<file path="config.mk">
export PLATFORM = sky130hd
export DESIGN_NAME = prog_clk_div
export DESIGN_NICKNAME = d
export VERILOG_FILES = /design/src/rtl/clk_div_pkg.sv /design/src/rtl/clk_div_channel.sv /design/src/rtl/prog_clk_div.sv
export SDC_FILE = /design/constraint.sdc
export NUM_CORES = 1
export LEC_CHECK = 0
export CAP_MARGIN = 20
export CELL_PAD_IN_SITES_DETAIL_PLACEMENT = 0
export CELL_PAD_IN_SITES_GLOBAL_PLACEMENT = 2
export CORE_MARGIN = 2
export CORE_UTILIZATION = 37
export CTS_CLUSTER_DIAMETER = 200
export DETAILED_ROUTE_END_ITERATION = 7
export PLACE_DENSITY = 0.76
export SYNTH_ARGS = -nofsm -noshare
export SYNTH_HDL_FRONTEND = slang
export SYNTH_SLANG_ARGS = --single-unit
</file>
<file path="constraint.sdc">
create_clock -name Clk -period 7.7 [get_ports Clk]
set_clock_uncertainty 0.2 [all_clocks]
set_input_delay 1.54 -clock Clk [delete_from_list [all_inputs] [get_ports Clk]]
set_output_delay 1.54 -clock Clk [all_outputs]
set_load 0.005 [all_outputs]
</file>
<file path="src/rtl/clk_div_pkg.sv">
// Shared types and helpers for the multi-channel programmable clock divider.
package clk_div_pkg;

  localparam int CFG_W    = 16;
  localparam int DEF_DIV  = 1000;
  localparam int DEF_HIGH = 500;

  typedef struct packed {
    logic [CFG_W-1:0] div;
    logic [CFG_W-1:0] high;
    logic [CFG_W-1:0] phase;
  } cfg_t;

  function automatic int clog2(input int n);
    int r;
    r = 0;
    for (int v = n - 1; v > 0; v = v >> 1) r++;
    return r;
  endfunction

  // Divisors below 2 cannot toggle, so they are treated as 2.
  function automatic logic [CFG_W-1:0] eff_div(input cfg_t c);
    return (c.div < CFG_W'(2)) ? CFG_W'(2) : c.div;
  endfunction

  function automatic logic [CFG_W-1:0] eff_phase(input cfg_t c);
    return (c.phase < eff_div(c)) ? c.phase : '0;
  endfunction

endpackage

</file>
<file path="src/rtl/clk_div_channel.sv">
// One divider channel: counter, run flag, active/shadow config and registered outputs.
module clk_div_channel
  import clk_div_pkg::*;
#(
  parameter int DEFAULT_DIV  = DEF_DIV,
  parameter int DEFAULT_HIGH = DEF_HIGH
) (
  input  logic clk,
  input  logic reset_n,
  input  logic en,
  input  logic sync,
  input  logic wr,
  input  cfg_t wr_cfg,
  output logic clk_out,
  output logic rise_tick,
  output logic fall_tick,
  output logic pending
);

  localparam cfg_t RESET_CFG = '{div: CFG_W'(DEFAULT_DIV), high: CFG_W'(DEFAULT_HIGH), phase: '0};

  cfg_t             act_q, act_d, shd_q, shd_d;
  logic             pend_q, pend_d, run_q, run_d;
  logic [CFG_W-1:0] cnt_q, cnt_d;
  logic             clk_q, clk_d, rise_q, rise_d, fall_q, fall_d;
  logic             wrap, apply;

  always_ff @(posedge clk or negedge reset_n) begin
    if (!reset_n) begin
      act_q  <= RESET_CFG;
      shd_q  <= '0;
      pend_q <= 1'b0;
      run_q  <= 1'b0;
      cnt_q  <= '0;
      clk_q  <= 1'b0;
      rise_q <= 1'b0;
      fall_q <= 1'b0;
    end else begin
      act_q  <= act_d;
      shd_q  <= shd_d;
      pend_q <= pend_d;
      run_q  <= run_d;
      cnt_q  <= cnt_d;
      clk_q  <= clk_d;
      rise_q <= rise_d;
      fall_q <= fall_d;
    end
  end

  always_comb begin
    act_d  = act_q;
    shd_d  = shd_q;
    pend_d = pend_q;
    run_d  = run_q;
    cnt_d  = cnt_q;
    wrap   = run_q && (cnt_q == eff_div(act_q) - CFG_W'(1));
    // Shadow config is only ever adopted at a period boundary, a stop or a sync.
    apply  = pend_q && (!run_q || !en || wrap || sync);
    if (apply) begin
      act_d  = shd_q;
      pend_d = 1'b0;
    end
    if (wr) begin
      shd_d  = wr_cfg;
      pend_d = 1'b1;
    end
    if (!run_q) begin
      run_d = en;
      cnt_d = en ? eff_phase(act_d) : '0;
    end else if (!en) begin
      run_d = 1'b0;
      cnt_d = '0;
    end else if (sync) begin
      cnt_d = eff_phase(act_d);
    end else if (wrap) begin
      cnt_d = '0;
    end else begin
      cnt_d = cnt_q + CFG_W'(1);
    end
    clk_d  = run_d && (cnt_d < act_d.high);
    rise_d = clk_d && !clk_q;
    fall_d = !clk_d && clk_q;
  end

  assign clk_out   = clk_q;
  assign rise_tick = rise_q;
  assign fall_tick = fall_q;
  assign pending   = pend_q;

endmodule

</file>
<file path="src/rtl/prog_clk_div.sv">
// Multi-channel programmable clock divider: config handshake decode and Sync fan-out.
module prog_clk_div
  import clk_div_pkg::*;
#(
  parameter  int CHANNELS     = 2,
  parameter  int CNT_W        = CFG_W,
  parameter  int DEFAULT_DIV  = DEF_DIV,
  parameter  int DEFAULT_HIGH = DEF_HIGH,
  localparam int CH_W         = (clog2(CHANNELS) < 1) ? 1 : clog2(CHANNELS)
) (
  input  logic                Clk,
  input  logic                Reset,
  input  logic [CHANNELS-1:0] En,
  input  logic                Sync,
  input  logic                Cfg_valid,
  output logic                Cfg_ready,
  input  logic [CH_W-1:0]     Cfg_ch,
  input  logic [CNT_W-1:0]    Cfg_div,
  input  logic [CNT_W-1:0]    Cfg_high,
  input  logic [CNT_W-1:0]    Cfg_phase,
  output logic [CHANNELS-1:0] ClkOut,
  output logic [CHANNELS-1:0] RiseTick,
  output logic [CHANNELS-1:0] FallTick,
  output logic [CHANNELS-1:0] Pending
);

  cfg_t                wr_cfg;
  logic [CHANNELS-1:0] wr;

  assign wr_cfg = '{div: CFG_W'(Cfg_div), high: CFG_W'(Cfg_high), phase: CFG_W'(Cfg_phase)};

  // Out-of-range channel numbers match nothing, so they read ready and are dropped.
  always_comb begin
    Cfg_ready = 1'b1;
    for (int i = 0; i < CHANNELS; i++) begin
      if (Cfg_ch == CH_W'(i)) Cfg_ready = ~Pending[i];
    end
  end

  for (genvar gi = 0; gi < CHANNELS; gi++) begin : g_ch
    assign wr[gi] = Cfg_valid && Cfg_ready && (Cfg_ch == CH_W'(gi));

    clk_div_channel #(
      .DEFAULT_DIV (DEFAULT_DIV),
      .DEFAULT_HIGH(DEFAULT_HIGH)
    ) u_ch (
      .clk      (Clk),
      .reset_n  (Reset),
      .en       (En[gi]),
      .sync     (Sync),
      .wr       (wr[gi]),
      .wr_cfg   (wr_cfg),
      .clk_out  (ClkOut[gi]),
      .rise_tick(RiseTick[gi]),
      .fall_tick(FallTick[gi]),
      .pending  (Pending[gi])
    );
  end

endmodule

</file>
# After elaboration in Yosys (flattened, before gate mapping)
# Index checks and enable logic that the tools add are counted.
# word_totals
register_bits	234
inputBits	55
output_inout_bits	9
word_cells	97
# op_classes
n_addsub	4
magnitude_cmp	8
n_eq_ne	2
mux	27
n_bitwise	3
reduce_logical	29
# op_table
cell	count
$mux W16	16
$mux W48	2
$lt A16 B16 Y1	4
$lt A16 B2 Y1 const B	4
$add A16 B1 Y16 const B	2
$eq A16 B16 Y1	2
$sub A16 B1 Y16 const B	2
$logic_and A1 B1 Y1	13
$mux W1	9
$logic_not A1 Y1	8
$logic_or A1 B1 Y1	6
$reduce_bool A2 Y1	2
$not A1 Y1	3

# Longest topological paths before layout
# Gate-level depths: netlist of run 1.
# logic_depth
ltp_word	20
mapped_depth	38
ltp_nobuf	35

# Cells and area by module
# Synthesis of run 1 repeated with hierarchy kept, for this count alone.
# unflattened
hier_cells	1079
hier_area_um2	12468.2
# by_module_without_submodules
module	n_inst	cells_each	area_per_inst_um2	seq_area_each_um2
clk_div_channel at g_ch[0].u_ch	1	560	6303.5	2942.8
clk_div_channel at g_ch[1].u_ch	1	516	6138.4	2942.8
prog_clk_div	1	3	26.3	0.0

# Least setup slack after synthesis of run 1
# OpenSTA, ideal clock, no wires.
# synth_path
kind	reg-to-reg
start	reg g_ch[0].u_ch.act_q[39] in the netlist's numbering
end	reg g_ch[0].u_ch.fall_q
setup_time_ps	120
arrival_ps	7462
required_time_ps	7380
setup_slack_ps	-81
stages_incl_launch_ff	38
n_path_buf	4
synth_period_minus_slack_ps	7781
cell_sequence	dfstp_2 -> or4_1 -> clkbuf_1 -> o41ai_2 -> ha_1 -> nor3b_1 -> mux2i_1 -> mux2i_1 -> a22oi_1 -> nor4_1 -> and3_1 -> buf_2 -> o21ai_2 -> buf_2 -> mux2_2 -> ha_1 -> a21o_1 -> a21o_1 -> [2 not listed] -> o21ai_0 -> a21oi_1 -> a211oi_1 -> o311ai_4 -> buf_6 -> nor3b_1 -> o21a_1 -> ha_1 -> a21o_1 -> a21oi_1 -> nor2b_1 -> o21ai_0 -> nand2b_1 -> a21o_1 -> a31oi_1 -> nor3b_1 -> o211ai_1 -> and3_1
# synth_lines
element	line	source
from (decl)	clk_div_channel.sv:22	cfg_t act_q, act_d, shd_q, shd_d;
from (signal assigned)	clk_div_channel.sv:39	act_q <= act_d;
to (signal assigned)	clk_div_channel.sv:46	fall_q <= fall_d;
to (decl)	clk_div_channel.sv:25	logic clk_q, clk_d, rise_q, rise_d, fall_q, fall_d;

==> qor.txt, run 1 <==
routability congestion estimate = 0.861
I/O Buffers = 63
first-pass GRT wire length = 52600 um
sequential fraction of the synthesis area = 47.6%
Ys Warns = 0
Hold Violations, Final = 0
Internal = 3410 uW
Routed WL per cell = 19.9 um
worst-path fanout max = 8
Cells after Synth = 1088
DRT Wirelength = 33800 um
Pwr per Cell Area = 337 mW/mm^2
Post-synth top cells = dfrtp_1, mux2_2, inv_1
logic gate share of total power = 37.8%
vias in the first global route = 8985
WHS Endpoint = g_ch[0].u_ch.rise_tick
Starting Density = 37.8%
die area = 0.0349 mm^2
Slew Limit Fails = 0
hold path cells = 1
reg-to-reg critical path startpoint = g_ch[0].u_ch.act_q[35]
min-delay worst type = reg2reg
status = finished clean
r2r setup slk = 330 ps
Clock Sink Count = 234
Highest Clock Rate = 0.136 GHz
Worst R2R Path Depth = 34
Critical Path Source = g_ch[0].u_ch.act_q[35]
R2R Path End = g_ch[0].u_ch.fall_tick
Slew Limit Headroom = 32.4%
Ant. Diodes = 0
element type at the critical path start = flop
buffer depth of the longest clock path = 3
#FFs+latches synth = 234
hpwl dp = 26100 um
CTS tree = done
GRT Overall Usage = 19.3%
non-filler cells, final = 1695
gr ovfl total = 0
Routed Antenna Nets = 0
root buffer cell = clkbuf_16
final period utilization = 95.7%
post-cts hold buffer count = 0
Synth top area share = 42.5%
final setup vio count = 0
I/O pin cnt = 64
placed insts = 1628
cell type with the largest total area after synthesis = dfrtp_1
largest cells by area after synthesis = dfrtp_1, mux2_2, ha_1, dfstp_2, mux2i_1
most common cell in the netlist = dfrtp_1
HP Start = g_ch[0].u_ch.clk_out
Arr. time, crit path = 7610 ps
CP endpoint kind = flop
CP max stage cell = or4_4
number of core rows = 66
Mapped Area = 0.0124 mm^2
clock network power share = 26.0%
FFs w/ async S/R, synth = 100%
Unique masters post-synth = 71
via count = 8737
Core ar. = 0.0327 mm^2
CP dominant cell by count = buf_4
share of cells above drive strength 1 = 30.2%
P&R area growth vs syn = 24.7%
hold slack = 269 ps
Primary FF master, synth = dfrtp_1
sequential share of power = 36.2%
drt drc = 0
Synthesized Nets = 1207
Worst-path clk slew = 60 ps
RSZ-0062 raised after global routing = yes
Die H = 187 um
clock period minus worst slack = 7370 ps
DR iter-0 viols = 381
leakage = 0.00692 uW
Die W = 187 um
vias per cell = 5.15
First-pass DRT Iterations = 4
worst-margin pin slew = 1010 ps
WS Path Type = reg2reg
crit-path max cell delay = 560 ps
largest net degree at the start of global routing = 133
Net Switching = 1780 uW
CP Data Required Time = 7940 ps
worst ir drop on vdd = 0.000176 V
number of synthesized flops with an enable pin = 0
H-tree levels = 1
Layout Nets = 1352
initial antenna violation count = 0
max_cap viols = 0
worst skew pair latency = 550 ps
Num CTS Buffers = 26
switching part of the total power = 34.4%
Post-Route Setup TNS = 0 ps
syn_area_per_cell = 11.4 um^2
-- critical path: cells and delay by family, from the launching register on --
family	cells	cell delay (ps)
fa+ha+maj	3	720
mux	3	690
simple gates	13	2570
buf+inv	5	760
flops	1	370
compound gates	10	1960
-- through the flow --
step | power, uW | util (%) | instance area, um^2 | worst slack (ps)
final | 5190 | 47.2 | 15400 | 332
after floorplan | 2990 | - | 12400 | 58.9
after detailed placement | 3710 | 42.8 | 14000 | -226
after global routing | 5540 | 47.2 | 15400 | -51.0
after CTS | 5100 | 45.9 | 15000 | 9.50
after global placement | 3690 | 42.8 | 14000 | -147
-- final cells by class --
class                           instances  area [um^2]
Fill cell                            3127        17300
Multi-Input combinational cell        733         6260
Sequential cell                       234         5890
Timing Repair Buffer                  164         1500
Clock buffer                           37          732
Tap cell                              442          553
Inverter                               74          278
Clock inverter                         11          213
-- power by group through the flow --
| stage | combinational, uW | clock, uW | sequential (uW) |
|---|---|---|---|
| 2_1_floorplan | 1210 | 0 | 1780 |
| 3_3_place_gp | 1810 | 0 | 1880 |
| 3_5_place_dp | 1830 | 0 | 1890 |
| 4_1_cts | 1850 | 1380 | 1870 |
| 5_1_grt | 2180 | 1430 | 1920 |
| 6_report | 1960 | 1350 | 1880 |
-- worst max-delay path by stage --
| stage | to | cells past startpoint |
|---|---|---|
| 2_1_floorplan | g_ch[0].u_ch.fall_tick | 37 |
| 3_3_place_gp | g_ch[1].u_ch.rise_tick | 32 |
| 3_5_place_dp | g_ch[0].u_ch.fall_tick | 31 |
| 4_1_cts | g_ch[0].u_ch.fall_tick | 33 |
| 5_1_grt | g_ch[0].u_ch.clk_out | 35 |
| 6_report | g_ch[0].u_ch.fall_tick | 34 |
-- per-layer routing --
layer  vias up  track usage, %  routed length, um
met5         -               0                  0
met1      4388            29.0              17100
li1       4163               -                  -
met4         0            3.27                494
met2       150            30.3              15100
met3        36            2.33               1130
-- sequential cells by signal, indices dropped and copies added, names as in the netlist --
signal / count
g_ch.u_ch.fall_tick: 2
g_ch.u_ch.run_q: 2
g_ch.u_ch.pending: 2
g_ch.u_ch.cnt_q: 32
g_ch.u_ch.shd_q: 96
g_ch.u_ch.act_q: 96
g_ch.u_ch.clk_out: 2
g_ch.u_ch.rise_tick: 2
-- cell families after synthesis --
kind of cell               count (synthesis)  synth area share, %
buffers and inverters                    121                 4.13
xor gates and xnor gates                  69                 4.89
muxes                                    197                 17.5
DFF                                      234                 47.6
adders and majority gates                 64                 6.48
and+or+nand+nor                          249                 10.9
AOI/OAI and AO/OA                        154                 8.45
-- layout by cell type, fill, tap and decap left out, types with 4 or more instances in the layout --
cell type | netlist | final
dfstp_2 | 24 | 24
mux2_2 | 154 | 148
ha_1 | 64 | 60
clkdlybuf4s50_1 | 0 | 62
mux2_4 | 0 | 6
nor4_1 | 15 | 11
and3_1 | 8 | 7
nand3b_1 | 4 | 4
clkbuf_8 | 0 | 4
or4_4 | 1 | 4
nor3_1 | 14 | 12
nor2b_1 | 18 | 16
xor2_1 | 29 | 29
xnor2_1 | 40 | 40
nand3_1 | 31 | 30
dfrtp_1 | 210 | 210
nand4_1 | 21 | 21
and2_1 | 5 | 5
nor2_1 | 53 | 51
o21a_1 | 13 | 13
nand2b_1 | 12 | 12
mux2i_1 | 43 | 40
a21oi_1 | 42 | 39
inv_1 | 74 | 73
nand2_1 | 31 | 28
or3_1 | 5 | 5
o21ai_0 | 27 | 23
nor3b_1 | 8 | 4
bufinv_16 | 0 | 5
clkbuf_16 | 0 | 27
buf_4 | 9 | 92
buf_12 | 0 | 4
clkbuf_1 | 20 | 7
a21o_1 | 22 | 22
-- what timing repair did --
action / in CTS / in global routing
cloned: 0 / 1
pin swaps: 2 / 27
setup endpoints to repair: 6 / 6
resized for setup: 8 / 57
setup buffers: 2 / 16
Note: power is estimated with default switching activity, not from simulation.
==> inputs of run 2 (changes only) <==
--- a/config.mk
+++ b/config.mk
@@ -9,10 +9,10 @@
 export CELL_PAD_IN_SITES_DETAIL_PLACEMENT = 0
 export CELL_PAD_IN_SITES_GLOBAL_PLACEMENT = 2
 export CORE_MARGIN = 2
-export CORE_UTILIZATION = 37
+export CORE_UTILIZATION = 44
 export CTS_CLUSTER_DIAMETER = 200
 export DETAILED_ROUTE_END_ITERATION = 7
-export PLACE_DENSITY = 0.76
+export PLACE_DENSITY = 0.85
 export SYNTH_ARGS = -nofsm -noshare
 export SYNTH_HDL_FRONTEND = slang
 export SYNTH_SLANG_ARGS = --single-unit
==> constraint.sdc (replaced) <==
create_clock -name Clk -period 8.7 [get_ports Clk]
set_clock_uncertainty 0.2 [all_clocks]
set_input_delay 1.74 -clock Clk [delete_from_list [all_inputs] [get_ports Clk]]
set_output_delay 1.74 -clock Clk [all_outputs]
set_load 0.005 [all_outputs]
==> run 2 against run 1 <==
  * Critical path depth fell by 2
  * First-iteration DRC count rose by 41%
  * Critical path type unchanged
  * Fmax fell by 8.2%
  * Largest cell class unchanged
  * Sequential power fell by 9.6%
  * Design area fell by 6.0%
  * Clock-buffer cell count fell by 3
  * Worst setup slack improved by 340 ps
  * Highest routed layer unchanged
  * Routed wire length fell by 5.6%
==> qor.txt, run 2 (synthesis results as in run 1) <==
worst ir drop on vdd = 0.000163 V
Slew Limit Headroom = 39.5%
sequential share of power = 39.6%
DRT Wirelength = 31900 um
number of core rows = 61
Worst-path clk slew = 60 ps
switching part of the total power = 34.6%
leakage = 0.00649 uW
Die H = 172 um
Slew Limit Fails = 0
drt drc = 0
Hold Violations, Final = 0
element type at the critical path start = flop
WS Path Type = reg2reg
first-pass GRT wire length = 49600 um
reg-to-reg critical path startpoint = g_ch[0].u_ch.act_q[36]
final setup vio count = 0
worst-margin pin slew = 907 ps
worst skew pair latency = 540 ps
Internal = 2800 uW
CP dominant cell by count = ha_1
Net Switching = 1490 uW
clock period minus worst slack = 8030 ps
CP endpoint kind = flop
Routed WL per cell = 20.4 um
gr ovfl total = 0
Clock Sink Count = 234
Core ar. = 0.0277 mm^2
biggest regs = g_ch.u_ch.act_q: 96 flops, g_ch.u_ch.shd_q: 96 flops, g_ch.u_ch.cnt_q: 32 flops
post-cts hold buffer count = 0
die area = 0.0295 mm^2
max_cap viols = 0
Arr. time, crit path = 8260 ps
buffer depth of the longest clock path = 3
vias per cell = 5.45
clock network power share = 27.1%
most frequent cells in the layout = dfrtp_1, mux2_2, inv_1, ha_1, clkdlybuf4s50_1
hpwl dp = 24500 um
CP Data Required Time = 8940 ps
Pwr per Cell Area = 296 mW/mm^2
via count = 8527
worst-path fanout max = 10
Starting Density = 44.6%
final period utilization = 92.3%
status = finished clean
initial antenna violation count = 0
Layout Nets = 1286
H-tree levels = 1
min-delay worst type = reg2reg
fill cell count = 2457
I/O pin cnt = 64
vias in the first global route = 8524
I/O Buffers = 63
leading cell type in the layout, fill and taps excluded = dfrtp_1
CTS tree = done
largest net degree at the start of global routing = 119
routability congestion estimate = 0.874
Post-Route Setup TNS = 0 ps
share of cells above drive strength 1 = 23.7%
R2R Path End = g_ch[0].u_ch.fall_tick
P&R area growth vs syn = 17.2%
crit-path max cell delay = 680 ps
Worst R2R Path Depth = 32
WHS Endpoint = g_ch[0].u_ch.rise_tick
Ant. Diodes = 0
final core occ = 52.3%
GRT Overall Usage = 22.1%
RSZ-0062 raised after global routing = no
r2r setup slk = 670 ps
CP max stage cell = or4_1
root buffer cell = clkbuf_16
Highest Clock Rate = 0.125 GHz
Die W = 172 um
Routed Antenna Nets = 0
Num CTS Buffers = 26
hold path cells = 1
First-pass DRT Iterations = 5
logic gate share of total power = 33.2%
DR iter-0 viols = 538
HP Start = g_ch[0].u_ch.clk_out
## run 2: layout make-up
| cell class | instances | area, um^2 | area share, % |
|---|---|---|---|
| repair buffers | 98 | 898 | 6.20 |
| clock inverters | 14 | 194 | 1.34 |
| well taps | 378 | 473 | 3.26 |
| clock buffers | 34 | 721 | 4.97 |
| inverters | 74 | 278 | 1.92 |
| flip-flops and latches | 234 | 5890 | 40.6 |
| multi-input cells | 733 | 6040 | 41.7 |
## run 2: worst max-delay path by stage
stage / start / to / slack [ps] / depth (start not counted)
floorplan: g_ch[0].u_ch.act_q[39] / g_ch[0].u_ch.fall_tick / 920 / 37
global placement: g_ch[0].u_ch.act_q[36] / g_ch[0].u_ch.fall_tick / 560 / 32
detailed placement: g_ch[0].u_ch.act_q[36] / g_ch[0].u_ch.fall_tick / 370 / 31
CTS: g_ch[0].u_ch.act_q[36] / g_ch[0].u_ch.fall_tick / 310 / 31
global route: g_ch[1].u_ch.act_q[46] / g_ch[1].u_ch.rise_tick / 60 / 34
finish: g_ch[0].u_ch.act_q[36] / g_ch[0].u_ch.fall_tick / 670 / 32
## run 2: timing repair
item,in CTS,in global routing
endpoints found under the setup margin,0,6
setup buffers,0,8
endpoints found under the hold margin,0,0
gates resized for setup,0,11
## run 2: worst max-delay path, delay by kind of cell (launching register included)
kind	cells	cell delay, ps
and+or+nand+nor	15	3360
muxes	1	380
buffers and inverters	2	530
AOI/OAI and AO/OA	11	2280
DFF	1	440
adders and majority gates	3	740
## run 2: metal layers
metal  GRT usage, %  routed length (um)  share of wire [%]  vias up
li1               -                   -                  -     4035
met1           33.0               15900                 50     4275
met2           34.4               14100                 44      182
met3           3.20                1360                4.3       35
met4           4.13                 522                1.6        0
met5              0                   0                  0        -
## run 2: power by group through the flow
stage / combinational, uW / sequential [uW] / clock, uW
5_1_grt: 1590 / 1740 / 1230
3_5_place_dp: 1410 / 1720 / 0
6_report: 1430 / 1700 / 1160
2_1_floorplan: 1070 / 1580 / 0
3_3_place_gp: 1390 / 1710 / 0
4_1_cts: 1420 / 1700 / 1190
## run 2: stage by stage
| step | setup WS (ps) | std cells | hold slack, ps | total power, uW | area (um^2) |
|---|---|---|---|---|---|
| floorplan | 919 | 1088 | 214 | 2640 | 12400 |
| global placement | 556 | 1509 | 224 | 3100 | 13500 |
| detailed placement | 366 | 1509 | 229 | 3120 | 13500 |
| CTS | 315 | 1557 | 240 | 4300 | 14400 |
| global route | 60.8 | 1565 | 281 | 4560 | 14500 |
| finish | 673 | 1565 | 243 | 4290 | 14500 |
